$ cat src/rtl/mmio_uart_tx.sv
// Memory-mapped 8N1 UART transmitter: TXDATA stores feed a circular TX FIFO that a
// serializer drains as contiguous frames; STATUS exposes count/overflow/empty/full/busy.
module mmio_uart_tx #(
    parameter logic [31:0] BASE_ADDR    = 32'h0000_1000,
    parameter int          CLKS_PER_BIT = 16,
    parameter int          FIFO_DEPTH   = 8
) (
    input  logic        clk,
    input  logic        reset,
    input  logic        dmem_write,
    input  logic [31:0] dmem_addr,
    input  logic [31:0] dmem_data_in,
    output logic        mmio_sel,
    output logic [31:0] mmio_rdata,
    output logic        uart_tx,
    output logic        tx_irq
);

    localparam int PTR_W  = $clog2(FIFO_DEPTH);
    localparam int CNT_W  = $clog2(FIFO_DEPTH + 1);
    localparam int BCNT_W = $clog2(CLKS_PER_BIT);
    localparam logic [BCNT_W-1:0] BCNT_LAST = BCNT_W'(CLKS_PER_BIT - 1);
    localparam logic [CNT_W-1:0]  CNT_FULL  = CNT_W'(FIFO_DEPTH);

    typedef enum logic [1:0] {IDLE, START, DATA, STOP} state_e;

    state_e            state_q;
    logic [BCNT_W-1:0] bcnt_q;
    logic [2:0]        bit_idx_q;
    logic [7:0]        shift_q;
    logic              uart_tx_q;
    logic              tx_irq_q;

    logic [7:0]        fifo_q [FIFO_DEPTH];
    logic [PTR_W-1:0]  rd_ptr_q;
    logic [PTR_W-1:0]  wr_ptr_q;
    logic [CNT_W-1:0]  count_q;
    logic [CNT_W-1:0]  count_d;
    logic              overflow_q;

    logic txdata_wr, status_wr, fifo_empty, fifo_full, push, pop, bcnt_last, fsm_idle_d;
    logic unused_bits;

    assign unused_bits = ^{dmem_addr[1:0], dmem_data_in[31:8]};

    assign mmio_sel   = (dmem_addr[31:3] == BASE_ADDR[31:3]);
    assign txdata_wr  = dmem_write && mmio_sel && !dmem_addr[2];
    assign status_wr  = dmem_write && mmio_sel &&  dmem_addr[2];
    assign fifo_empty = (count_q == '0);
    assign fifo_full  = (count_q == CNT_FULL);
    assign bcnt_last  = (bcnt_q == BCNT_LAST);

    // Fullness uses the pre-edge count, so a same-cycle pop never rescues a push.
    assign push = txdata_wr && !fifo_full;
    assign pop  = !fifo_empty && ((state_q == IDLE) || (state_q == STOP && bcnt_last));
    assign fsm_idle_d = fifo_empty && ((state_q == IDLE) || (state_q == STOP && bcnt_last));

    always_comb begin
        count_d = count_q;
        if (push && !pop) begin
            count_d = count_q + CNT_W'(1);
        end else if (pop && !push) begin
            count_d = count_q - CNT_W'(1);
        end
    end

    always_comb begin
        mmio_rdata = '0;
        if (mmio_sel && dmem_addr[2]) begin
            mmio_rdata = {16'b0, 8'(count_q), 4'b0, overflow_q, fifo_empty, fifo_full,
                          state_q != IDLE};
        end
    end

    // NOTE: FIFO storage has no reset; only pointers/count define validity, so it maps to plain RAM.
    always_ff @(posedge clk) begin
        if (push) begin
            fifo_q[wr_ptr_q] <= dmem_data_in[7:0];
        end
    end

    always_ff @(posedge clk or posedge reset) begin
        if (reset) begin
            rd_ptr_q   <= '0;
            wr_ptr_q   <= '0;
            count_q    <= '0;
            overflow_q <= 1'b0;
        end else begin
            if (push) wr_ptr_q <= wr_ptr_q + PTR_W'(1);
            if (pop)  rd_ptr_q <= rd_ptr_q + PTR_W'(1);
            count_q <= count_d;
            if (txdata_wr && fifo_full) begin
                overflow_q <= 1'b1;
            end else if (status_wr && dmem_data_in[3]) begin
                overflow_q <= 1'b0;
            end
        end
    end

    always_ff @(posedge clk or posedge reset) begin
        if (reset) begin
            state_q   <= IDLE;
            bcnt_q    <= '0;
            bit_idx_q <= '0;
            shift_q   <= '0;
            uart_tx_q <= 1'b1;
            tx_irq_q  <= 1'b1;
        end else begin
            tx_irq_q <= fsm_idle_d && (count_d == '0);
            case (state_q)
                IDLE: begin
                    uart_tx_q <= 1'b1;
                    if (pop) begin
                        shift_q   <= fifo_q[rd_ptr_q];
                        uart_tx_q <= 1'b0;
                        bcnt_q    <= '0;
                        state_q   <= START;
                    end
                end
                START: begin
                    if (bcnt_last) begin
                        bcnt_q    <= '0;
                        bit_idx_q <= '0;
                        uart_tx_q <= shift_q[0];
                        state_q   <= DATA;
                    end else begin
                        bcnt_q <= bcnt_q + BCNT_W'(1);
                    end
                end
                DATA: begin
                    if (bcnt_last) begin
                        bcnt_q <= '0;
                        if (bit_idx_q == 3'd7) begin
                            uart_tx_q <= 1'b1;
                            state_q   <= STOP;
                        end else begin
                            bit_idx_q <= bit_idx_q + 3'd1;
                            shift_q   <= {1'b0, shift_q[7:1]};
                            uart_tx_q <= shift_q[1];
                        end
                    end else begin
                        bcnt_q <= bcnt_q + BCNT_W'(1);
                    end
                end
                STOP: begin
                    if (bcnt_last) begin
                        bcnt_q <= '0;
                        // Chain straight into the next start bit so frames stay contiguous.
                        if (pop) begin
                            shift_q   <= fifo_q[rd_ptr_q];
                            uart_tx_q <= 1'b0;
                            state_q   <= START;
                        end else begin
                            state_q <= IDLE;
                        end
                    end else begin
                        bcnt_q <= bcnt_q + BCNT_W'(1);
                    end
                end
                default: state_q <= IDLE;
            endcase
        end
    end

    assign uart_tx = uart_tx_q;
    assign tx_irq  = tx_irq_q;

endmodule

$ cat config.mk
export PLATFORM = sky130hd
export DESIGN_NAME = mmio_uart_tx
export DESIGN_NICKNAME = d
export VERILOG_FILES = /design/src/rtl/mmio_uart_tx.sv
export SDC_FILE = /design/constraint.sdc
export NUM_CORES = 1
export LEC_CHECK = 0
export CORE_MARGIN = 10
export CORE_UTILIZATION = 25
export CTS_BUF_LIST = sky130_fd_sc_hd__clkbuf_8
export CTS_CLUSTER_DIAMETER = 120
export CTS_CLUSTER_SIZE = 40
export DETAILED_ROUTE_END_ITERATION = 12
export DONT_BUFFER_PORTS = 1
export PLACE_DENSITY_LB_ADDON = 0.2
export SETUP_SLACK_MARGIN = 0.02
export SLEW_MARGIN = 30
export SYNTH_ARGS = -nofsm -noshare
export SYNTH_HDL_FRONTEND = slang
export SYNTH_SLANG_ARGS = --single-unit
export TNS_END_PERCENT = 20
$ cat constraint.sdc
create_clock -name clk -period 7.56 [get_ports clk]
set_input_delay 1.512 -clock clk [delete_from_list [all_inputs] [get_ports clk]]
set_output_delay 1.512 -clock clk [all_outputs]
set_load 0.02 [all_outputs]
* Word-level counts from Yosys, hierarchy flattened *
Memories as Yosys holds them, arrays and structs flattened.
Index checks and enable logic that the tools add are counted.

word-level totals
  flip-flop bits (word level) = 30
  memory bits (writable) = 64
  input bits = 67
  output and inout port bits = 35
  word-level logic and storage cells = 95
  memories = 1

operators by class
  add/sub/neg operators = 6
  eq/ne operators = 14
  mux-type cells = 33
  reductions and logical operators = 31

memory list
  name    words  bits a word  read ports  clocked after memory_dff  write ports  line  text
  fifo_q  8      8            1           0                         1            34    logic [7:0] fifo_q [FIFO_DEPTH];

operators with widths
  cell                                              number
  2-to-1 mux 8 bit                                  4
  == test 29 x 10 -> 1 bit, second input constant   1
  one-hot mux 8 bit (3 select lines)                1
  2-to-1 mux 4 bit                                  4
  inequality test 2 bit, second input constant      7
  logical AND 1 bit                                 13
  2-to-1 mux 12 bit                                 1
  AND reduction 4 bit                               3
  2-to-1 mux 1 bit                                  11
  2-to-1 mux 2 bit                                  5
  adder 3 x 1 -> 3 bit, second input constant       3
  2-to-1 mux 3 bit                                  3
  adder 4 x 1 -> 4 bit, second input constant       2
  == test 4 bit, second input constant              2
  logical NOT 4 bit                                 2
  one-hot mux 2 bit (4 select lines)                1
  one-hot mux 4 bit (2 select lines)                1
  one-hot mux 3 bit (2 select lines)                1
  nonzero test 2 bit                                3
  logical NOT 1 bit                                 5
  AND reduction 5 bit                               1
  == test 2 bit, second input constant              2
  one-hot mux 1 bit (4 select lines)                1
  subtractor 4 x 1 -> 4 bit, second input constant  1
  other kinds (6)                                   6

* Longest topological paths before layout *
  depth after elaboration = 10
  mapped depth = 9
  gate-level depth less buffers = 7

* Worst setup path after synthesis *
No wires, ideal clock.

  kind = input -> output
  start = in dmem_addr[27]
  end = out mmio_rdata[0]
  arrival time = 2973 ps
  data required time = 6048 ps
  path slack = 3075 ps
  stages on the path = 5
  path buffers = 0
  path through = nor4_2 > nand4_2 > nor2_1 > nand2_1 > nor2_1

between the ends
  word-level cells in the longest chain between the ends = 3

RTL lines
  item                      line  text
  start, declared           11    input logic [31:0] dmem_addr,
  == test 29 x 10 -> 1 bit  46    assign mmio_sel = (dmem_addr[31:3] == BASE_ADDR[31:3]);
  via mmio_sel              13    output logic mmio_sel,
  logical AND 1 bit         69    if (mmio_sel && dmem_addr[2]) begin
  2-to-1 mux 12 bit         69
  end, declared             14    output logic [31:0] mmio_rdata,

The timed path passes the listed nets, and every way through them passes these cells.

* Worst setup path in the final report *
  start = in dmem_addr[8]
  end = out mmio_rdata[2]

The elaborated chain is that of the path after synthesis.

==> results.sh <==
export IMPL_fin_cells=558
export IMPL_grt_max_degree=31
export IMPL_rows=48
export IMPL_status="complete, no violations"
export IMPL_synthArstFlopShare_pct=31.9
export IMPL_cts_path_max_buffers=2
export IMPL_track_usage_pct=8.02
export IMPL_hold_path_class="reg -> reg"
export IMPL_ir_drop_v=0.0000853
export IMPL_wirelength_mm=9.31
export IMPL_cts_repair_resized=0
export IMPL_dr_wl_met3_um=540
export IMPL_postCtsSetupRepairBufs=0
export IMPL_critPathKind="in -> out"
export IMPL_cts_sinks=94
export IMPL_numCtsBuffers=9
export IMPL_ys_seq_elements=94
export IMPL_drt_vias_per_instance=4.42
export IMPL_fillers=1809
export IMPL_ys_flop_type="edfxtp_1"
export IMPL_fin_crit_sh_pct=62.5
export IMPL_r2r_end="fifo_q[6][2]"
export IMPL_grt_overflow=0
export IMPL_clk_pin_slew_ns=0.10
export IMPL_dpl_cell_area_um2=4670
export IMPL_syn_avg_cell_area_um2=13.7
export IMPL_drtAntennaViolNets=0
export IMPL_place_ws_ns=2.78
export IMPL_rsz0062_at_grt="false"
export IMPL_wl_met2_mm=4.68
export IMPL_required_ns=6.05
export IMPL_route_detailed_drc=0
export IMPL_yosysUniqueCellTypes=51
export IMPL_start_kind="input port"
export IMPL_timing_rr_start="count_q[0]"
export IMPL_fin_tns_setup_ns=0
export IMPL_gp_congestion=0.683
export IMPL_p_leak_nw=1.75
export IMPL_num_vias=2468
export IMPL_powerDensity_nw_per_um2=185
export IMPL_antenna_found_initial=0
export IMPL_maxCapViolCount=0
export IMPL_grt_pass1_vias=2630
export IMPL_relSlewSlack_pct=38.2
export IMPL_fin_skew_ns=0.0108
export IMPL_nNetsFinal=407
export IMPL_start_util_pct=25.7
export IMPL_report_final_hold_viol_count=0
export IMPL_yosysTopAreaCell="edfxtp_1"
export IMPL_worstSetupEndpoint="mmio_rdata[2]"
export IMPL_drive_gt1_share_pct=16.8
export IMPL_hp_start="shift_q[2]"
export IMPL_portBuffers=0
export IMPL_worst_hold_slack_ns=0.494
export IMPL_core_area_um2=17500
export IMPL_drt_pre_antenna_iters=4
export IMPL_worstRegToRegCells=6
export IMPL_dpl_hpwl_mm=6.49
export IMPL_postLayoutCellArea_um2=4860
export IMPL_diodes=0
export IMPL_critPathArrivalTime_ns=3.22
export IMPL_io_pins=102
export IMPL_tightest_slew_ns=0.924
export IMPL_drtIter0Drc=130
export IMPL_setup_viol=0
export IMPL_cts_tree="built"
export IMPL_syn_area_um2=4490
export IMPL_fmax_mhz=212
export IMPL_drv_slew=0
export IMPL_die_w_um=154
export IMPL_synth_most_common_cell="edfxtp_1"
export IMPL_yosys_area_top_type_share_pct=42.8
export IMPL_yosysSeqAreaShare_pct=59.6
export IMPL_grt_pass1_wl_mm=14.9
export IMPL_fp_dieArea_um2=23700
export IMPL_ys_top_cells_by_area="edfxtp_1 (43%), dfrtp_1 (16%), mux4_2 (8.0%), buf_4 (4.2%), ha_1 (3.3%)"
export IMPL_cts_root_buffer="clkbuf_8"
export IMPL_post_route_min_period_ns=4.73
export IMPL_syn_inst=327
export IMPL_clkLatencyLatePin_ns=0.38
export IMPL_fin_ws_ns=2.83
export IMPL_m1WireLength_mm=3.92
export IMPL_maxUsedRoutingLayer="met4"
export IMPL_synth_edf_count=64
export IMPL_r2r_setup_slack_ns=4.63
export IMPL_netlist_top_cells_count="edfxtp_1 (64), nand2_1 (31), dfrtp_1 (28)"
export IMPL_utilization_pct=27.8
export IMPL_cp_startpoint="dmem_addr[8]"
export IMPL_cts_max_level=3
export IMPL_detail_route_wl_per_cell_um=16.7
export IMPL_syn_to_final_growth_pct=8.31
export IMPL_postCtsHoldBufs=0
export IMPL_place_inst=542
export IMPL_die_h_um=154
export IMPL_cp_end_kind="output port"
export IMPL_totalPowerFinal_uw=898
export IMPL_yosys_warnings=0
export IMPL_path_max_fanout=8
sequential cells by signal, summed over array words and instances, names as in the netlist:
signal / cells
fifo_q: 64
shift_q: 8
bcnt_q: 4
count_q: 4
bit_idx_q: 3
rd_ptr_q: 3
wr_ptr_q: 3
state_q: 2
overflow_q: 1
tx_irq: 1
uart_tx: 1
power breakdown:
| part | internal [mW] | switching, mW |
|---|---|---|
| clock network | 0.128 | 0.197 |
| logic | 0.00388 | 0.0171 |
| registers | 0.551 | 0.000722 |
cells by family after synthesis:
family,count (synthesis),share of synthesized area (%)
adder cells (fa/ha/maj),12,3.34
AND/OR/NAND/NOR,96,12.3
other,1,0.0835
AO/OA/AOI/OAI,43,6.19
XOR/XNOR,8,1.56
flip-flops,94,59.6
buffers and inverters,44,6.02
multiplexers,29,11.0
layer usage:
| metal | up-vias | GRT usage, % |
|---|---|---|
| met5 | - | 0 |
| met4 | 0 | 3.91 |
| met3 | 10 | 2.73 |
| met2 | 58 | 13.3 |
| met1 | 1218 | 9.00 |
| li1 | 1182 | - |
placed cells by master, fill, tap and decap left out, drive strengths merged, types with 2 or more instances in the layout:
cell    instances
a21oi          12
a22o            6
and2            2
and3            6
buf             5
clkbuf          9
clkinv          3
conb           24
dfrtp          28
dfstp           2
edfxtp         64
ha             12
inv            10
mux2i          12
mux4           16
nand2          31
nand2b          2
nand3           4
nand4           4
nor2           21
nor3            3
nor3b           4
nor4            8
nor4b           3
o21ai          15
or2             2
or4             2
xnor2           6
xor2            2
worst min-delay path by stage:
stage                            end  slack, ns  cells after the start
after floorplan           shift_q[7]       0.45                      2
after global placement    shift_q[6]       0.46                      2
after detailed placement  shift_q[2]       0.47                      2
after CTS                 shift_q[2]       0.50                      2
after global routing      shift_q[5]       0.53                      2
final                     shift_q[2]       0.49                      2
critical path, cell delays in order:
cell and delay (ns):
nor4_2 0.28, nand4_2 0.19, nor2_1 0.62, nand2_1 0.23, nor2_1 0.37
layout make-up:
type                    count  area, µm²  share of cell area (%)
flip-flops and latches     94       2680                    55.0
multi-input cells         212       1660                    34.1
well taps                 225        282                    5.79
clock buffers               9        124                    2.55
clock inverters             7       65.1                    1.34
repair buffers              5       37.5                   0.772
inverters                   6       22.5                   0.463
Power figures use the tool's default switching activity.
